--- src/rtl/vga_axil_arbiter.sv ---
// Round-robin arbiter sharing one AXI-Lite slave (VGA CSR block) among NUM_M masters.
// Write and read channels each run their own FSM with one outstanding transaction.
module vga_axil_arbiter #(
  parameter int NUM_M  = 2,
  parameter int ADDR_W = 32,
  parameter int DATA_W = 32
) (
  input  logic                       clk,
  input  logic                       rst,
  // Every channel is valid/ready: a beat transfers on the rising edge where both are high;
  // an asserted valid is held with its payload stable until that edge.
  input  logic [NUM_M-1:0]           s_awvalid,
  input  logic [NUM_M*ADDR_W-1:0]    s_awaddr,
  output logic [NUM_M-1:0]           s_awready,
  input  logic [NUM_M-1:0]           s_wvalid,
  input  logic [NUM_M*DATA_W-1:0]    s_wdata,
  input  logic [NUM_M*DATA_W/8-1:0]  s_wstrb,
  output logic [NUM_M-1:0]           s_wready,
  output logic [NUM_M-1:0]           s_bvalid,
  output logic [1:0]                 s_bresp,
  input  logic [NUM_M-1:0]           s_bready,
  input  logic [NUM_M-1:0]           s_arvalid,
  input  logic [NUM_M*ADDR_W-1:0]    s_araddr,
  output logic [NUM_M-1:0]           s_arready,
  output logic [NUM_M-1:0]           s_rvalid,
  output logic [DATA_W-1:0]          s_rdata,
  output logic [1:0]                 s_rresp,
  input  logic [NUM_M-1:0]           s_rready,
  output logic                       m_awvalid,
  output logic [ADDR_W-1:0]          m_awaddr,
  input  logic                       m_awready,
  output logic                       m_wvalid,
  output logic [DATA_W-1:0]          m_wdata,
  output logic [DATA_W/8-1:0]        m_wstrb,
  input  logic                       m_wready,
  input  logic                       m_bvalid,
  input  logic [1:0]                 m_bresp,
  output logic                       m_bready,
  output logic                       m_arvalid,
  output logic [ADDR_W-1:0]          m_araddr,
  input  logic                       m_arready,
  input  logic                       m_rvalid,
  input  logic [DATA_W-1:0]          m_rdata,
  input  logic [1:0]                 m_rresp,
  output logic                       m_rready,
  // FSM state for observation: 0 idle, 1 address phase, 2 response/data phase
  output logic [1:0]                 wr_state,
  output logic [1:0]                 rd_state
);

  localparam int IDX_W  = (NUM_M > 1) ? $clog2(NUM_M) : 1;
  localparam int STRB_W = DATA_W / 8;

  typedef enum logic [1:0] {W_IDLE = 2'd0, W_ADDR = 2'd1, W_RESP = 2'd2} wstate_t;
  typedef enum logic [1:0] {R_IDLE = 2'd0, R_ADDR = 2'd1, R_DATA = 2'd2} rstate_t;

  // First requester found searching cyclically from the master after the last winner.
  function automatic logic [IDX_W-1:0] rr_pick(input logic [NUM_M-1:0] req,
                                               input logic [IDX_W-1:0] last);
    logic [IDX_W-1:0] pick;
    logic             found;
    int               idx;
    pick  = last;
    found = 1'b0;
    for (int k = 1; k <= NUM_M; k++) begin
      idx = int'(last) + k;
      if (idx >= NUM_M) idx = idx - NUM_M;
      if (!found && req[idx]) begin
        pick  = IDX_W'(idx);
        found = 1'b1;
      end
    end
    return pick;
  endfunction

  wstate_t          w_state, w_next;
  logic [IDX_W-1:0] wgnt, last_w;
  logic             aw_done, w_done;
  logic [NUM_M-1:0] w_req;
  logic             aw_hs, w_hs, b_hs;

  assign w_req    = s_awvalid & s_wvalid;
  assign aw_hs    = m_awvalid & m_awready;
  assign w_hs     = m_wvalid & m_wready;
  assign b_hs     = m_bvalid & m_bready;
  assign wr_state = w_state;

  always_ff @(posedge clk) begin
    if (rst) begin
      w_state <= W_IDLE;
      wgnt    <= '0;
      last_w  <= IDX_W'(NUM_M - 1);
      aw_done <= 1'b0;
      w_done  <= 1'b0;
    end else begin
      w_state <= w_next;
      case (w_state)
        W_IDLE: if (|w_req) begin
          wgnt    <= rr_pick(w_req, last_w);
          aw_done <= 1'b0;
          w_done  <= 1'b0;
        end
        W_ADDR: begin
          if (aw_hs) aw_done <= 1'b1;
          if (w_hs)  w_done  <= 1'b1;
        end
        W_RESP: if (b_hs) begin
          last_w  <= wgnt;
          aw_done <= 1'b0;
          w_done  <= 1'b0;
        end
        default: ;
      endcase
    end
  end

  always_comb begin
    w_next = w_state;
    case (w_state)
      W_IDLE:  if (|w_req) w_next = W_ADDR;
      W_ADDR:  if ((aw_done | aw_hs) && (w_done | w_hs)) w_next = W_RESP;
      W_RESP:  if (b_hs) w_next = W_IDLE;
      default: w_next = W_IDLE;
    endcase
  end

  // AW and W are independent beats; each drops once it has transferred.
  always_comb begin
    m_awvalid = 1'b0;
    m_awaddr  = '0;
    m_wvalid  = 1'b0;
    m_wdata   = '0;
    m_wstrb   = '0;
    m_bready  = 1'b0;
    s_awready = '0;
    s_wready  = '0;
    s_bvalid  = '0;
    s_bresp   = '0;
    case (w_state)
      W_ADDR: begin
        m_awvalid       = !aw_done;
        m_wvalid        = !w_done;
        m_awaddr        = s_awaddr[int'(wgnt)*ADDR_W +: ADDR_W];
        m_wdata         = s_wdata[int'(wgnt)*DATA_W +: DATA_W];
        m_wstrb         = s_wstrb[int'(wgnt)*STRB_W +: STRB_W];
        s_awready[wgnt] = m_awready & !aw_done;
        s_wready[wgnt]  = m_wready & !w_done;
      end
      W_RESP: begin
        m_bready       = s_bready[wgnt];
        s_bvalid[wgnt] = m_bvalid;
        s_bresp        = m_bresp;
      end
      default: ;
    endcase
  end

  rstate_t          r_state, r_next;
  logic [IDX_W-1:0] rgnt, last_r;
  logic             ar_hs, r_hs;

  assign ar_hs    = m_arvalid & m_arready;
  assign r_hs     = m_rvalid & m_rready;
  assign rd_state = r_state;

  always_ff @(posedge clk) begin
    if (rst) begin
      r_state <= R_IDLE;
      rgnt    <= '0;
      last_r  <= IDX_W'(NUM_M - 1);
    end else begin
      r_state <= r_next;
      if (r_state == R_IDLE && |s_arvalid) rgnt <= rr_pick(s_arvalid, last_r);
      if (r_state == R_DATA && r_hs)       last_r <= rgnt;
    end
  end

  always_comb begin
    r_next = r_state;
    case (r_state)
      R_IDLE:  if (|s_arvalid) r_next = R_ADDR;
      R_ADDR:  if (ar_hs) r_next = R_DATA;
      R_DATA:  if (r_hs) r_next = R_IDLE;
      default: r_next = R_IDLE;
    endcase
  end

  always_comb begin
    m_arvalid = 1'b0;
    m_araddr  = '0;
    m_rready  = 1'b0;
    s_arready = '0;
    s_rvalid  = '0;
    s_rdata   = '0;
    s_rresp   = '0;
    case (r_state)
      R_ADDR: begin
        m_arvalid       = 1'b1;
        m_araddr        = s_araddr[int'(rgnt)*ADDR_W +: ADDR_W];
        s_arready[rgnt] = m_arready;
      end
      R_DATA: begin
        m_rready       = s_rready[rgnt];
        s_rvalid[rgnt] = m_rvalid;
        s_rdata        = m_rdata;
        s_rresp        = m_rresp;
      end
      default: ;
    endcase
  end

endmodule

--- config.mk ---
export PLATFORM = sky130hd
export DESIGN_NAME = vga_axil_arbiter
export DESIGN_NICKNAME = d
export VERILOG_FILES = /design/src/rtl/vga_axil_arbiter.sv
export SDC_FILE = /design/constraint.sdc
export NUM_CORES = 1
export LEC_CHECK = 0
export ABC_CLOCK_PERIOD_IN_PS = 1500
export CAP_MARGIN = 20
export CORE_AREA = 2 2 160 162
export CTS_BUF_LIST = sky130_fd_sc_hd__clkbuf_2 sky130_fd_sc_hd__clkbuf_4 sky130_fd_sc_hd__clkbuf_8
export CTS_CLUSTER_SIZE = 16
export DETAILED_ROUTE_END_ITERATION = 6
export DIE_AREA = 0 0 162 164
export PLACE_DENSITY = 0.43
export RECOVER_POWER = 100
export SLEW_MARGIN = 5
export SYNTH_ARGS = -nofsm -noshare
export SYNTH_HDL_FRONTEND = slang
export SYNTH_SLANG_ARGS = --single-unit
--- constraint.sdc ---
create_clock -name clk -period 1.5 [get_ports clk]
set_input_delay 0.225 -clock clk [delete_from_list [all_inputs] [get_ports clk]]
set_output_delay 0.225 -clock clk [all_outputs]
set_load 0.02 [all_outputs]
* Word-level counts from Yosys, hierarchy flattened
Cells that the tools add are included.
** Storage, ports and cells
- Register bits :: 10
- Latch bits :: 0
- Memory bits (writable) :: 0
- Memory bits (read-only) :: 0
- Input port bits :: 253
- Output and inout port bits :: 155
- Word-level logic and storage cells :: 157
- Memories kept :: 0
** Operators by class
- Add/subtract/negate cells :: 8
- Multipliers :: 0
- Divide/modulo/power cells :: 0
- Magnitude comparators :: 12
- Equality and inequality tests :: 12
- Shifts and indexed selects :: 4
- Mux-type cells :: 76
- Bitwise gates (word level) :: 15
- Reductions and logical operators :: 22
** Operators by type and width (number)
- $mux W32 :: 18
- $shiftx A64 B7 Y32 :: 3
- $lt A32 B3 Y1 const B :: 4
- $mux W1 :: 38
- $mux W2 :: 13
- $ne A2 B2 Y1 const B :: 7
- $and A2 B2 Y2 :: 6
- $pmux W2 S3 :: 2
- $reduce_and A4 Y1 :: 2
- $shiftx A8 B4 Y4 :: 1
- $sub A3 B2 Y4 const B :: 2
- $and A1 B1 Y1 :: 7
- $logic_and A1 B1 Y1 :: 7
- $add A1 B2 Y3 const B :: 2
- $ge A3 B2 Y1 const B :: 2
- $pmux W1 S3 :: 2
- $reduce_and A3 Y1 :: 2
- $sub A2 B2 Y3 const B :: 2
- $add A1 B1 Y2 const B :: 2
- $eq A2 B1 Y1 const B :: 2
- $eq A2 B2 Y1 const B :: 2
- $ge A2 B2 Y1 const B :: 2
- $logic_not A1 Y1 :: 4
- $logic_not A2 Y1 :: 2
- 9 further kinds :: 15

* Depth between registers and ports, before layout
- Word-level depth :: 16
- Mapped depth :: 5
- Depth with buffers taken out :: 4

* Worst setup path before layout
No wires, ideal clock.
- Path type :: register to output
- Start :: reg w_state[0] (netlist: wr_state[0])
- End :: out s_awready[0]
- Arrival :: 1517 ps
- Slack :: -242 ps
- Cell stages (with the launch flop) :: 6
- Buffers on the path :: 3
- Cell sequence :: dfxtp_1 > buf_2 > nand2b_1 > buf_2 > buf_2 > nor4b_2
** On the way
- Word-level cells in the longest chain between the ends :: 2
** RTL lines
- from (decl) :: RTL line 76 : wstate_t w_state, w_next;
- from (signal assigned) :: RTL line 96 : w_state <= w_next;
- $eq A2 B1 Y1 :: RTL line 139 : case (w_state)
- $mux W2 :: RTL line 139
- to (decl) :: RTL line 14 : output logic [NUM_M-1:0] s_awready,
No other way between the ends.

* Worst setup path after layout
- Start :: reg wgnt
- End :: out m_wdata[30]
** On the way
- Word-level cells in the longest chain between the ends :: 2
** RTL lines
- from (decl) :: RTL line 77 : logic [IDX_W-1:0] wgnt, last_w;
- from (signal assigned) :: RTL line 99 : wgnt <= rr_pick(w_req, last_w);
- $shiftx A64 B7 Y32 :: RTL line 144 : m_wdata = s_wdata[int'(wgnt)*DATA_W +: DATA_W];
- $mux W32 :: RTL line 139
- to (decl) :: RTL line 33 : output logic [DATA_W-1:0] m_wdata,
No other way between the ends.

==> metrics.cfg <==
[timing]
period_minus_slack_ns=1.69
slew_violations=0
setup_ws_ns=-0.185
slew_headroom=0.793
holdWs_ns=0.501
setup_tns_ns=-12.03
rsz0062_at_grt=true
tightest_slew_ns=0.303
clock_skew_ns=0.000630
fmaxAchievable_mhz=593
setup_viol=122
hold_violations=0
min_period_over_period=1.12

[cts]
clk_path_buf_depth=2
clk_pin_slew_worst_paths_ns=0.05
cts_tree=yes
clk_latency_ns=0.25
cts_hold_buffers=0
cts_sinks=10
cts_made_buffers=3
cts_max_level=1
cts_root_buf=clkbuf_8

[final_layout]
layout-area-overhead-vs-synth_pct=257
fin_util=0.339
final_cell_mix=clkdlybuf4s50_1 (250), buf_6 (100), nor2_1 (89)
n_antenna_cell=0
final_common_cell=clkdlybuf4s50_1
stdcell_count=1157
final_nets=1081
drive_gt1_frac=0.433
fin_area_um2=8420

[routing]
detail-route-antenna-nets=0
wl_per_cell_um=17.8
drt_iter0_markers=69
vias_per_cell=3.74
vias=4330
drc=0
drt_wl_total_um=20600
firstDrtPassIters=4

[global_route]
antenna_found_initial=1
use_met3=0.0508
overflow=0
busiest_layer=met2
grt_pass1_vias=4495
grt_max_degree=33
use_met1=0.134
grt_pass1_wl_um=28100
grt_util_met2=0.291
grt_usage=0.143

[floorplan]
die_y_um=164
row_count=58
start_util=0.0950
dieArea_um2=26600
coreArea_um2=24800
die_x_um=162
io_pins=408

[critical_path]
crit_type=reg2out
end_kind=primary output
cp.required_ns=1.27
r2r_cells=5
arrival_ns=1.46
startpoint_type=register
worstPathMaxFanout=7

[worst_hold_path]
min_path_cells=2
holdCritPathClass=reg2reg

[logic_synthesis]
syn_area_um2=2360
synth_nets=592
syn-mean-instance-area_um2=6.96
synth_cell_types=36
async_reset_ff_frac=0
synth_edf_count=0
yosys_warnings=0
synthesis.instances=339
ys_seq_elements=10
synthFlopType=dfxtp_1
yosysSeqAreaShare=0.0849

[pwr]
p_total_mw=3.70
leakagePower_nw=3.54
p_per_area_nw_per_um2=440
vdd_drop_max_mv=0.152

[run]
timing.max_cap.violations=0

[outcome]
violations=negative setup slack
outcome=complete, but fails checks

[place]
placed_cell_area_um2=7290
place_congestion=0.743
hpwl_um=16100
portBuffers=407
pre_cts_slack_ns=-0.455
place_inst=1102

[kinds of logic after synthesis]
logic type	after synthesis	synth area share
and+or+nand+nor	172	0.346
DFF	10	0.0849
muxes	102	0.435
buffers and inverters	36	0.0753
AOI/OAI and AO/OA	19	0.0589
[registers in the layout, indices dropped and copies added, names as in the netlist]
signal,cells
w_done,1
last_w,1
wr_state,2
last_r,1
rgnt,1
rd_state,2
wgnt,1
aw_done,1
[timing repair]
item | CTS | global route
resized for setup | 723 | 198
endpoints found under the hold margin | 0 | 0
setup endpoints to repair | 152 | 149
setup buffers | 36 | 12
gates cloned | 16 | 3
pin swaps | 17 | 37
[layout make-up]
cell class | instances | area [µm²]
Timing Repair Buffer | 516 | 5290
Inverter | 4 | 17.5
Tap cell | 330 | 413
Multi-Input combinational cell | 293 | 2430
Fill cell | 2672 | 16400
Clock buffer | 4 | 55.1
Sequential cell | 10 | 214
[worst max-delay path: stages, from the launching register on]
cell	delay [ns]
dfxtp_4	0.45
buf_8	0.16
buf_6	0.10
mux2i_2	0.19
buf_4	0.14
nor2_2	0.03
buf_6	0.12
[cells in the mapped netlist (2+ instances only)]
master	count	area share
a21oi_1	5	0.011
a221o_1	2	0.0085
a31oi_1	2	0.0053
and2_1	38	0.10
and3_1	4	0.011
buf_2	15	0.032
buf_4	6	0.019
clkbuf_1	9	0.014
dfxtp_1	10	0.085
inv_1	2	0.0032
inv_2	2	0.0032
mux2i_1	101	0.43
nand2_1	4	0.0064
nand2b_1	2	0.0053
nand3b_1	2	0.0064
nand4_1	2	0.0053
nor2_1	108	0.17
nor2b_1	3	0.0080
nor3_1	3	0.0064
nor4b_2	2	0.013
o31ai_1	2	0.0064
[per-layer routing]
layer	up-vias	routed length [µm]
met5	-	0
met4	0	425
met3	18	2200
met2	259	11300
met1	1914	6660
li1	2139	-
[worst paths after layout]
kind	startpoint	endpoint	slack [ns]
worst max-delay path	wgnt$_SDFFE_PP0P_	m_wdata[30]	-0.19
worst min-delay path	last_r$_SDFFE_PP1P_	last_r$_SDFFE_PP1P_	0.50
worst max register to register	wgnt$_SDFFE_PP0P_	w_done$_SDFFE_PP0P_	-0.04
worst min register to register	last_r$_SDFFE_PP1P_	last_r$_SDFFE_PP1P_	0.50
[power by group]
| part | internal (mW) | switching, mW | total [mW] | leakage (nW) |
|---|---|---|---|---|
| combinational | 1.78 | 1.23 | 3.01 | 3.42 |
| clock | 0.233 | 0.130 | 0.363 | 0.0288 |
| sequential | 0.287 | 0.0399 | 0.327 | 0.0847 |
Note: power is estimated with default switching activity, not from simulation.
